$ cat src/rtl/mips32_boot_pkg.sv
// Shared definitions for the MIPS32 program loader.
//   loader_state_t : loader FSM state encoding
//   HDR_BYTES      : bytes in the big-endian word-count header
//   BYTES_PER_WORD : stream bytes per memory word
//   HLT_OPCODE     : CPU halt instruction word, handy for building test programs
package mips32_boot_pkg;

    typedef enum logic [3:0] {
        ST_IDLE,
        ST_LEN_LO,
        ST_BYTES,
        ST_WRITE,
        ST_START,
        ST_RUN,
        ST_READ,
        ST_RESP,
        ST_ERR
    } loader_state_t;

    localparam int HDR_BYTES      = 2;
    localparam int BYTES_PER_WORD = 4;

    localparam logic [31:0] HLT_OPCODE = 32'hfc000000;

endpackage

$ cat src/rtl/mips32_prog_loader_if.sv
// Loader bus bundle: byte stream in, memory port, CPU control, result out.
//   master : the loader (drives in_ready, memory, CPU control, result)
//   slave  : the environment (stream source, memory, CPU, result sink)
interface mips32_prog_loader_if #(
    parameter int ADDR_W = 10
) ();

    logic              in_valid;
    logic              in_ready;
    logic [7:0]        in_data;

    logic              mem_we;
    logic [ADDR_W-1:0] mem_addr;
    logic [31:0]       mem_wdata;
    logic [31:0]       mem_rdata;

    logic              cpu_hold;
    logic              cpu_start;
    logic              cpu_halted;

    logic              res_valid;
    logic              res_ready;
    logic [31:0]       res_data;

    modport master (
        input  in_valid, in_data, mem_rdata, cpu_halted, res_ready,
        output in_ready, mem_we, mem_addr, mem_wdata, cpu_hold, cpu_start,
               res_valid, res_data
    );

    modport slave (
        output in_valid, in_data, mem_rdata, cpu_halted, res_ready,
        input  in_ready, mem_we, mem_addr, mem_wdata, cpu_hold, cpu_start,
               res_valid, res_data
    );

endinterface

$ cat src/rtl/mips32_byte_packer.sv
// Big-endian 8-to-32 assembler.
//   clk1, rst_n            : clock, async active-low reset
//   byte_valid/byte_ready  : a byte is taken when both are high
//   byte_data              : stream byte, first byte lands in word[31:24]
//   word_valid             : high in the cycle the last byte of a word is taken
//   word                   : assembled word, valid with word_valid
module mips32_byte_packer
    import mips32_boot_pkg::*;
(
    input  logic        clk1,
    input  logic        rst_n,
    input  logic        byte_valid,
    input  logic        byte_ready,
    input  logic [7:0]  byte_data,
    output logic        word_valid,
    output logic [31:0] word
);

    localparam int CW = $clog2(BYTES_PER_WORD);
    localparam int SW = 8 * (BYTES_PER_WORD - 1);

    logic          accept;
    logic [CW-1:0] cnt;
    logic [SW-1:0] shift;

    assign accept = byte_valid && byte_ready;

    always_ff @(posedge clk1 or negedge rst_n) begin
        if (!rst_n) begin
            cnt   <= '0;
            shift <= '0;
        end else if (accept) begin
            cnt   <= cnt + CW'(1);
            shift <= {shift[SW-9:0], byte_data};
        end
    end

    // The last byte is merged combinationally so the consumer can write the
    // word on the very next edge, keeping the 5-cycle-per-word pace.
    assign word_valid = accept && (cnt == CW'(BYTES_PER_WORD - 1));
    assign word       = {shift, byte_data};

endmodule

$ cat src/rtl/mips32_prog_loader.sv
// Boot loader for pipe_MIPS32: loads a byte-stream program into memory,
// releases the CPU, waits for halt, returns the word at RESULT_ADDR.
//   clk1, rst_n : clock, async active-low reset
//   bus         : stream in, memory port, CPU hold/start/halted, result out
//   err         : sticky length-overflow / timeout flag
//
// state    | meaning
// ---------+-----------------------------------------------
// IDLE     | wait for count high byte
// LEN_LO   | wait for count low byte, range-check N
// BYTES    | collect 4 bytes of the current word
// WRITE    | one-cycle memory write of the assembled word
// START    | cpu_start pulse, CPU released
// RUN      | CPU running, watch halt and timeout
// READ     | address RESULT_ADDR, capture read data next cycle
// RESP     | hold result until accepted
// ERR      | terminal error until reset
module mips32_prog_loader
    import mips32_boot_pkg::*;
#(
    parameter int ADDR_W      = 10,
    parameter int MAX_WORDS   = 1024,
    parameter int RESULT_ADDR = 198,
    parameter int TIMEOUT     = 4000
) (
    input  logic                clk1,
    input  logic                rst_n,
    mips32_prog_loader_if.master bus,
    output logic                err
);

    localparam int IW = ADDR_W + 1;
    localparam int TW = $clog2(TIMEOUT + 1);
    // The counter starts one cycle after the cpu_start pulse and err is
    // registered, so leaving RUN at TIMEOUT-2 lands err exactly TIMEOUT
    // cycles after the pulse.
    localparam logic [TW-1:0] TMO_LAST = TW'(TIMEOUT - 2);
    localparam logic [TW-1:0] TMO_SAT  = TW'(TIMEOUT);

    loader_state_t state;
    logic [7:0]    len_hi;
    logic [15:0]   len_full;
    logic [IW-1:0] len;
    logic [IW-1:0] idx;
    logic [IW-1:0] idx_nxt;
    logic [TW-1:0] tmo_cnt;
    logic          rd_wait;
    logic          in_hs;
    logic          pk_ready;
    logic          pk_valid;
    logic [31:0]   pk_word;

    assign in_hs    = bus.in_valid && bus.in_ready;
    assign len_full = {len_hi, bus.in_data};
    assign idx_nxt  = idx + IW'(1);
    assign pk_ready = bus.in_ready && (state == ST_BYTES);

    mips32_byte_packer u_packer (
        .clk1       (clk1),
        .rst_n      (rst_n),
        .byte_valid (bus.in_valid),
        .byte_ready (pk_ready),
        .byte_data  (bus.in_data),
        .word_valid (pk_valid),
        .word       (pk_word)
    );

    always_ff @(posedge clk1 or negedge rst_n) begin
        if (!rst_n) begin
            state         <= ST_IDLE;
            bus.in_ready  <= 1'b0;
            bus.mem_we    <= 1'b0;
            bus.mem_addr  <= '0;
            bus.mem_wdata <= '0;
            bus.cpu_hold  <= 1'b1;
            bus.cpu_start <= 1'b0;
            bus.res_valid <= 1'b0;
            bus.res_data  <= '0;
            err           <= 1'b0;
            len_hi        <= '0;
            len           <= '0;
            idx           <= '0;
            tmo_cnt       <= '0;
            rd_wait       <= 1'b0;
        end else begin
            bus.mem_we    <= 1'b0;
            bus.cpu_start <= 1'b0;
            case (state)
                ST_IDLE: begin
                    bus.in_ready <= 1'b1;
                    bus.cpu_hold <= 1'b1;
                    if (in_hs) begin
                        len_hi <= bus.in_data;
                        state  <= ST_LEN_LO;
                    end
                end
                ST_LEN_LO: begin
                    if (in_hs) begin
                        if (len_full == 16'd0) begin
                            bus.in_ready  <= 1'b0;
                            bus.cpu_hold  <= 1'b0;
                            bus.cpu_start <= 1'b1;
                            state         <= ST_START;
                        end else if (int'(len_full) > MAX_WORDS) begin
                            bus.in_ready <= 1'b0;
                            err          <= 1'b1;
                            state        <= ST_ERR;
                        end else begin
                            len   <= IW'(len_full);
                            idx   <= '0;
                            state <= ST_BYTES;
                        end
                    end
                end
                ST_BYTES: begin
                    if (pk_valid) begin
                        bus.in_ready  <= 1'b0;
                        bus.mem_we    <= 1'b1;
                        bus.mem_addr  <= idx[ADDR_W-1:0];
                        bus.mem_wdata <= pk_word;
                        state         <= ST_WRITE;
                    end
                end
                ST_WRITE: begin
                    idx <= idx_nxt;
                    if (idx_nxt == len) begin
                        bus.cpu_hold  <= 1'b0;
                        bus.cpu_start <= 1'b1;
                        state         <= ST_START;
                    end else begin
                        bus.in_ready <= 1'b1;
                        state        <= ST_BYTES;
                    end
                end
                ST_START: begin
                    tmo_cnt <= '0;
                    state   <= ST_RUN;
                end
                ST_RUN: begin
                    // tmo_cnt==0 marks the first RUN cycle, where HALTED may
                    // still show the value from before the start pulse.
                    if ((tmo_cnt != '0) && bus.cpu_halted) begin
                        bus.cpu_hold <= 1'b1;
                        bus.mem_addr <= ADDR_W'(RESULT_ADDR);
                        rd_wait      <= 1'b0;
                        state        <= ST_READ;
                    end else if (tmo_cnt == TMO_LAST) begin
                        bus.cpu_hold <= 1'b1;
                        err          <= 1'b1;
                        state        <= ST_ERR;
                    end else if (tmo_cnt != TMO_SAT) begin
                        tmo_cnt <= tmo_cnt + TW'(1);
                    end
                end
                ST_READ: begin
                    if (!rd_wait) begin
                        rd_wait <= 1'b1;
                    end else begin
                        bus.res_data  <= bus.mem_rdata;
                        bus.res_valid <= 1'b1;
                        state         <= ST_RESP;
                    end
                end
                ST_RESP: begin
                    if (bus.res_ready) begin
                        bus.res_valid <= 1'b0;
                        bus.in_ready  <= 1'b1;
                        state         <= ST_IDLE;
                    end
                end
                ST_ERR: begin
                    err          <= 1'b1;
                    bus.cpu_hold <= 1'b1;
                    bus.in_ready <= 1'b0;
                end
                default: state <= ST_IDLE;
            endcase
        end
    end

endmodule

$ cat src/flat_wrapper.sv
// flat-port wrapper written by rule: the top's interface ports become plain ports
module mips32_prog_loader_flat import mips32_boot_pkg::*;
#(
    parameter int ADDR_W      = 10,
    parameter int MAX_WORDS   = 1024,
    parameter int RESULT_ADDR = 198,
    parameter int TIMEOUT     = 4000
)
  (clk1, rst_n, err, bus_in_valid, bus_in_data, bus_mem_rdata, bus_cpu_halted, bus_res_ready, bus_in_ready, bus_mem_we, bus_mem_addr, bus_mem_wdata, bus_cpu_hold, bus_cpu_start, bus_res_valid, bus_res_data);
  mips32_prog_loader_if #(.ADDR_W(ADDR_W)) bus_i ();
  input  logic clk1;
  input  logic rst_n;
  output logic err;
  input wire logic [$bits(bus_i.in_valid)-1:0] bus_in_valid;
  input wire logic [$bits(bus_i.in_data)-1:0] bus_in_data;
  input wire logic [$bits(bus_i.mem_rdata)-1:0] bus_mem_rdata;
  input wire logic [$bits(bus_i.cpu_halted)-1:0] bus_cpu_halted;
  input wire logic [$bits(bus_i.res_ready)-1:0] bus_res_ready;
  output wire logic [$bits(bus_i.in_ready)-1:0] bus_in_ready;
  output wire logic [$bits(bus_i.mem_we)-1:0] bus_mem_we;
  output wire logic [$bits(bus_i.mem_addr)-1:0] bus_mem_addr;
  output wire logic [$bits(bus_i.mem_wdata)-1:0] bus_mem_wdata;
  output wire logic [$bits(bus_i.cpu_hold)-1:0] bus_cpu_hold;
  output wire logic [$bits(bus_i.cpu_start)-1:0] bus_cpu_start;
  output wire logic [$bits(bus_i.res_valid)-1:0] bus_res_valid;
  output wire logic [$bits(bus_i.res_data)-1:0] bus_res_data;
  assign bus_i.in_valid = bus_in_valid;
  assign bus_i.in_data = bus_in_data;
  assign bus_i.mem_rdata = bus_mem_rdata;
  assign bus_i.cpu_halted = bus_cpu_halted;
  assign bus_i.res_ready = bus_res_ready;
  assign bus_in_ready = bus_i.in_ready;
  assign bus_mem_we = bus_i.mem_we;
  assign bus_mem_addr = bus_i.mem_addr;
  assign bus_mem_wdata = bus_i.mem_wdata;
  assign bus_cpu_hold = bus_i.cpu_hold;
  assign bus_cpu_start = bus_i.cpu_start;
  assign bus_res_valid = bus_i.res_valid;
  assign bus_res_data = bus_i.res_data;
  mips32_prog_loader #(.ADDR_W(ADDR_W), .MAX_WORDS(MAX_WORDS), .RESULT_ADDR(RESULT_ADDR), .TIMEOUT(TIMEOUT)) u_core (.clk1(clk1), .rst_n(rst_n), .bus(bus_i), .err(err));
endmodule
$ cat config.mk
export PLATFORM = sky130hd
export DESIGN_NAME = mips32_prog_loader_flat
export DESIGN_NICKNAME = d
export VERILOG_FILES = /design/src/rtl/mips32_boot_pkg.sv /design/src/rtl/mips32_prog_loader_if.sv /design/src/rtl/mips32_byte_packer.sv /design/src/rtl/mips32_prog_loader.sv /design/src/flat_wrapper.sv
export SDC_FILE = /design/constraint.sdc
export NUM_CORES = 1
export LEC_CHECK = 0
export ABC_AREA = 1
export CAP_MARGIN = 5
export CORE_MARGIN = 5
export CORE_UTILIZATION = 57
export CTS_BUF_LIST = sky130_fd_sc_hd__clkbuf_16
export CTS_CLUSTER_DIAMETER = 30
export DETAILED_ROUTE_END_ITERATION = 7
export PLACE_DENSITY_LB_ADDON = 0.3
export SLEW_MARGIN = 40
export SYNTH_ARGS = -nofsm -noshare
export SYNTH_HDL_FRONTEND = slang
export SYNTH_SLANG_ARGS = --single-unit
$ cat constraint.sdc
create_clock -name clk1 -period 2.9 [get_ports clk1]
set_input_delay 0.58 -clock clk1 [delete_from_list [all_inputs] [get_ports clk1]]
set_output_delay 0.58 -clock clk1 [all_outputs]
set_load 0.01 [all_outputs]
After elaboration in Yosys (flattened, before gate mapping)
Index checks and enable logic that the tools add are counted.

storage, ports and cells
  register bits after elaboration = 153
  input port bits = 45
  output and inout bits = 80

operators by class
  eq/ne operators = 30
  muxes and demuxes = 51
  reduce and logical (&&, ||, !) cells = 30
  magnitude comparators = 1
  bitwise gates (word level) = 3
  add/subtract/negate cells = 3

operators by type and width
  operator                 count
  $mux W12                 3
  $mux W4                  9
  $pmux W4 S9              1
  $mux W11                 3
  $pmux W12 S2             1
  $mux W1                  23
  $pmux W11 S2             1
  $mux W10                 2
  $ne A2 B1 Y1 const B     10
  $pmux W10 S2             1
  $eq A4 B3 Y1 const B     4
  $gt A16 B11 Y1 const B   1
  $logic_not A16 Y1        1
  $add A12 B1 Y12 const B  1
  $eq A12 B12 Y1 const B   1
  $ne A12 B12 Y1 const B   1
  $ne A2 B2 Y1 const B     6
  $reduce_and A4 Y1        3
  $reduce_and A6 Y1        2
  $reduce_bool A12 Y1      1
  $add A11 B1 Y11 const B  1
  $eq A11 B11 Y1           1
  $reduce_bool A2 Y1       5
  $eq A4 B2 Y1 const B     2
  other kinds (21)         34

Depth between registers and ports, before layout
  depth in word-level cells = 6
  depth in mapped cells = 16

Modules after synthesis
Synthesis repeated with hierarchy kept, for this count alone.

second synthesis, totals
  cells, all modules = 786
  area total of the unflattened synthesis = 7,226.9 um^2

modules (own cells, without submodules)
  module              cells each  times used  area each (um^2)  seq. area each (um^2)
  mips32_prog_loader  661         1           6,037.0           3,179.3
  mips32_byte_packer  125         1           1,189.9           650.6

Least setup slack after synthesis
OpenSTA, ideal clock, no wires.

  path kind = input-to-reg
  start = input port bus_in_data[3]
  end = register u_core.len[3]
  required time = 2.778 ns
  setup slack = 1.116 ns
  setup time = 0.122 ns
  cell stages on the path = 9
  data arrival time = 1.662 ns
  path buffers = 1
  cell sequence = inv_1 nand3_1 nor3_1 nand2_1 a21oi_2 nand2_2 buf_2 nand2_1 o21ai_1

between the ends
  word-level cells in the longest chain between the ends = 3
  elaborated cells between the ends (all ways) = 5
  classes of those cells = order compare (1); bitwise (2); reduce/logical (2)

RTL lines
  item                                                        line                                                 RTL
  start: declaration                                          flat_wrapper.sv:15                                   input wire logic [$bits(bus_i.in_data)-1:0] bus_in_data;
  $gt A16 B11 Y1 / $logic_not A16 Y1 (equally long branches)  mips32_prog_loader.sv:104, mips32_prog_loader.sv:99
  $not A1 Y1 (no line)                                        --
  $reduce_and A4 Y1 (no line)                                 --
  end signal: assignment                                      mips32_prog_loader.sv:109                            len <= IW'(len_full);
  end: declaration                                            mips32_prog_loader.sv:43                             logic [IW-1:0] len;

Parallel ways exist; a longest one is shown, timed or not.
A chain may end at the register's enable or synchronous reset.

Final worst setup path
  start = register u_core.tmo_cnt[0]
  end = register u_core.tmo_cnt[9]

between the ends
  word-level cells in the longest chain between the ends = 5
  elaborated cells between the ends (all ways) = 13
  classes of those cells = add/sub (1); eq/ne (5); mux (4); reduce/logical (3)

RTL lines
  item                      line                       RTL
  start: declaration        mips32_prog_loader.sv:46   logic [TW-1:0] tmo_cnt;
  start signal: assignment  mips32_prog_loader.sv:152  tmo_cnt <= tmo_cnt + TW'(1);
  $add A12 B1 Y12           mips32_prog_loader.sv:152
  $mux W12                  mips32_prog_loader.sv:151  end else if (tmo_cnt != TMO_SAT) begin
  $mux W12                  mips32_prog_loader.sv:147  end else if (tmo_cnt == TMO_LAST) begin
  $mux W12                  mips32_prog_loader.sv:142  if ((tmo_cnt != '0) && bus.cpu_halted) begin
  $pmux W12 S2              mips32_prog_loader.sv:88   case (state)

Parallel ways exist; a longest one is shown, timed or not. The select of a mux whose other input is x is not followed.

==> flow_summary.yaml <==
status:
  status: "completed"
final_layout:
  stdcell_count: 1052
  fillers: 828
  fin_nets: 944
  diodes: 0
  final_area_mm2: 0.00881
  drive_above_1_share: 0.0950
  area_growth_pct: 29.1
critical_path:
  crit_start: "u_core.tmo_cnt[0]"
  critical_path_peak_fanout: 20
  max_stage_delay_ns: 0.54
  rrSetupSlack_ns: 0.54
  cp_slowest_cell: "nor2_2"
  path_cells: "inv_1 > ha_1 > nand3_1 > nor3_1 > nand2_1 > nand2_1 > inv_1 > nand2_1 > nand2_1 > nor2_2 > inv_1 > nand2_1 > nand2_1"
  worstPathRequired_ns: 3.21
  reg2reg_from: "u_core.tmo_cnt[0]"
  crit_type: "reg -> reg"
  endpoint_kind: "flip-flop"
  worstPathArrival_ns: 2.67
  rr_worst_depth: 13
  cp-start-kind: "flip-flop"
  endpoint: "u_core.tmo_cnt[9]"
  crit_path_frequent_cell: "nand2_1"
  rr_endpoint: "u_core.tmo_cnt[9]"
power:
  leakage_nw: 4.18
  power_w: 0.00448
  peakVddDrop_mv: 0.444
  p_per_area_mw_per_mm2: 508
logic_synthesis:
  ys.warnings.count: 0
  syn_nets: 816
  async_flop_share: 1.00
  syn_area_mm2: 0.00682
  netlist.area_leader.share: 0.558
  yosysUniqueCellTypes: 35
  postSynthAreaPerCell_um2: 8.91
  synthTopCellsByArea: "dfrtp_1, nand2_1, o21ai_0"
  synthFlopType: "dfrtp_1"
  yosys.area.top_type: "dfrtp_1"
  ys_ff_latch: 153
  postSynthCellCount: 766
  synth-edff-count: 0
  ys_seq_area_frac: 0.561
floorplanning:
  pin_count: 125
  row_count: 40
  die_y_um: 119
  core_mm2: 0.0119
  die_area_mm2: 0.0143
  start_util: 0.575
  die_w_um: 119
detailed_routing:
  routed_via_density: 5.33
  wire_per_inst_um: 15.4
  vias: 5605
  detail-route-antenna-nets: 0
  routed_wl_um: 16300
  drc_errors: 0
  drt_iter0_drc: 397
  firstDrtPassIters: 5
timing:
  slew_headroom: 0.538
  skew_ns: 0.00766
  max_freq_ghz: 0.423
  finalSetupTns_ns: 0
  worst_slack_ns: 0.537
  worstMarginPinSlew_ns: 0.692
  setup_viol_count_final: 0
  finalCritPeriodShare: 0.815
  rsz0062_at_grt: "no"
  min_period_ns: 2.36
  slew_violations: 0
  hold_viol: 0
global_routing:
  grt_overflow_total: 0
  grt_max_degree: 86
  grtUsageTotal: 0.239
  grt_pass1_vias: 5715
  grt_antenna_before_repair: 0
  grt_pass1_wl_um: 27400
hold_path:
  min_path_type: "in -> async"
job:
  maxCapViolCount: 0
cts:
  cts.path.max_buffers: 2
  cts_root_buf: "clkbuf_16"
  ctsResizeCount: 0
  cts-buffers-inserted: 17
  cts_setup_buffers: 0
  postCtsHoldBufs: 0
  cts.sinks: 153
  cts-htree-levels: 4
  tritoncts: "done"
  worstSkewPairLatency_ns: 0.43
  clk_pin_slew_worst_paths_ns: 0.06
placed_design:
  dpl_cell_area_mm2: 0.00825
  dpl.cell_count: 1022
  portBuffers: 124
  dp_slack_ns: 0.252
  dp_hpwl_um: 11500
  gp_congestion: 0.906
## cells by family (layout without fill, tap and decap cells)
family                   after synthesis  count (layout)  share of synthesized area
AO/OA/AOI/OAI                        109             109                     0.0851
AND/OR/NAND/NOR                      352             352                      0.219
XOR/XNOR                               7               7                    0.00899
multiplexers                          33              33                     0.0545
flip-flops                           153             153                      0.561
buffers and inverters                107             246                     0.0614
adder cells (fa/ha/maj)                5               5                    0.00917
## synthesized netlist by cell type (all sizes together) (2+ instances only)
cell type / n
nand3: 43
nor2: 49
o31ai: 6
o22ai: 4
or2: 3
xnor2: 2
clkbuf: 10
nand2: 224
mux2: 33
a21oi: 4
nand4: 12
o21ai: 91
ha: 5
buf: 15
nor4: 3
inv: 81
nor3: 13
nand3b: 4
dfrtp: 152
xor2: 5
## power by group
group | total [W] | switching [W] | internal, W | leakage (nW)
registers | 0.00217 | 0.0000117 | 0.00216 | 1.95
clock network | 0.00211 | 0.000858 | 0.00125 | 0.276
logic | 0.000200 | 0.0000886 | 0.000111 | 1.95
total | 0.00448 | 0.000958 | 0.00352 | 4.18
## worst max-delay path, delay by kind of cell, from the launching register on
| family | cells | cell delay (ns) |
|---|---|---|
| adders and majority gates | 1 | 0.15 |
| DFF | 1 | 0.45 |
| buffers and inverters | 3 | 0.37 |
| and+or+nand+nor | 9 | 1.28 |
## layout by cell type, fill, tap and decap left out, types with 12 or more instances in the layout
| cell type | Yosys | layout |
|---|---|---|
| clkbuf_16 | 0 | 17 |
| nand2_1 | 222 | 222 |
| inv_1 | 80 | 81 |
| o21ai_0 | 80 | 80 |
| nor2_1 | 47 | 46 |
| clkdlybuf4s50_1 | 0 | 123 |
| nand4_1 | 12 | 12 |
| nand3_1 | 41 | 41 |
| mux2_2 | 33 | 33 |
| dfrtp_1 | 152 | 152 |
## how the worst min path moves through the flow
stage | from | to | cells past startpoint
after floorplan | rst_n | u_core.bus.cpu_start | 0
after global placement | u_core.u_packer.shift[16] | u_core.bus.mem_wdata[24] | 2
after detailed placement | u_core.u_packer.shift[16] | u_core.bus.mem_wdata[24] | 2
after CTS | rst_n | u_core.bus.mem_addr[0] | 1
after global routing | rst_n | u_core.bus.mem_addr[0] | 1
final | rst_n | u_core.bus.mem_addr[0] | 1
## registers in the layout, summed over array words and instances, names as in the netlist, 2 cells and up
name	cells
u_core.bus.mem_addr	10
u_core.bus.mem_wdata	32
u_core.bus.res_data	32
u_core.idx	11
u_core.len	11
u_core.len_hi	8
u_core.state	4
u_core.tmo_cnt	12
u_core.u_packer.cnt	2
u_core.u_packer.shift	24
## layer usage
metal | global-route usage | wire length, µm | vias to the layer above
li1 | - | - | 2734
met1 | 0.302 | 7070 | 2702
met2 | 0.406 | 8200 | 138
met3 | 0.0622 | 719 | 31
met4 | 0.0702 | 268 | 0
met5 | 0 | 0 | -
## stage by stage
stage,hold WS (ns),utilization
floorplan,0.284,-
global placement,0.459,0.695
detailed placement,0.463,0.696
CTS,0.0771,0.742
global route,0.0936,0.742
finish,0.0750,0.742
## area by class of cell
| cell class | count | area, µm² | area share |
|---|---|---|---|
| multi-input combinational | 506 | 2570 | 0.292 |
| clock inverter | 13 | 129 | 0.0146 |
| tap | 147 | 184 | 0.0209 |
| inverter | 82 | 308 | 0.0350 |
| clock buffer | 17 | 425 | 0.0483 |
| timing repair buffer | 134 | 1360 | 0.154 |
| sequential | 153 | 3830 | 0.435 |
(Power assumes the default switching activity.)
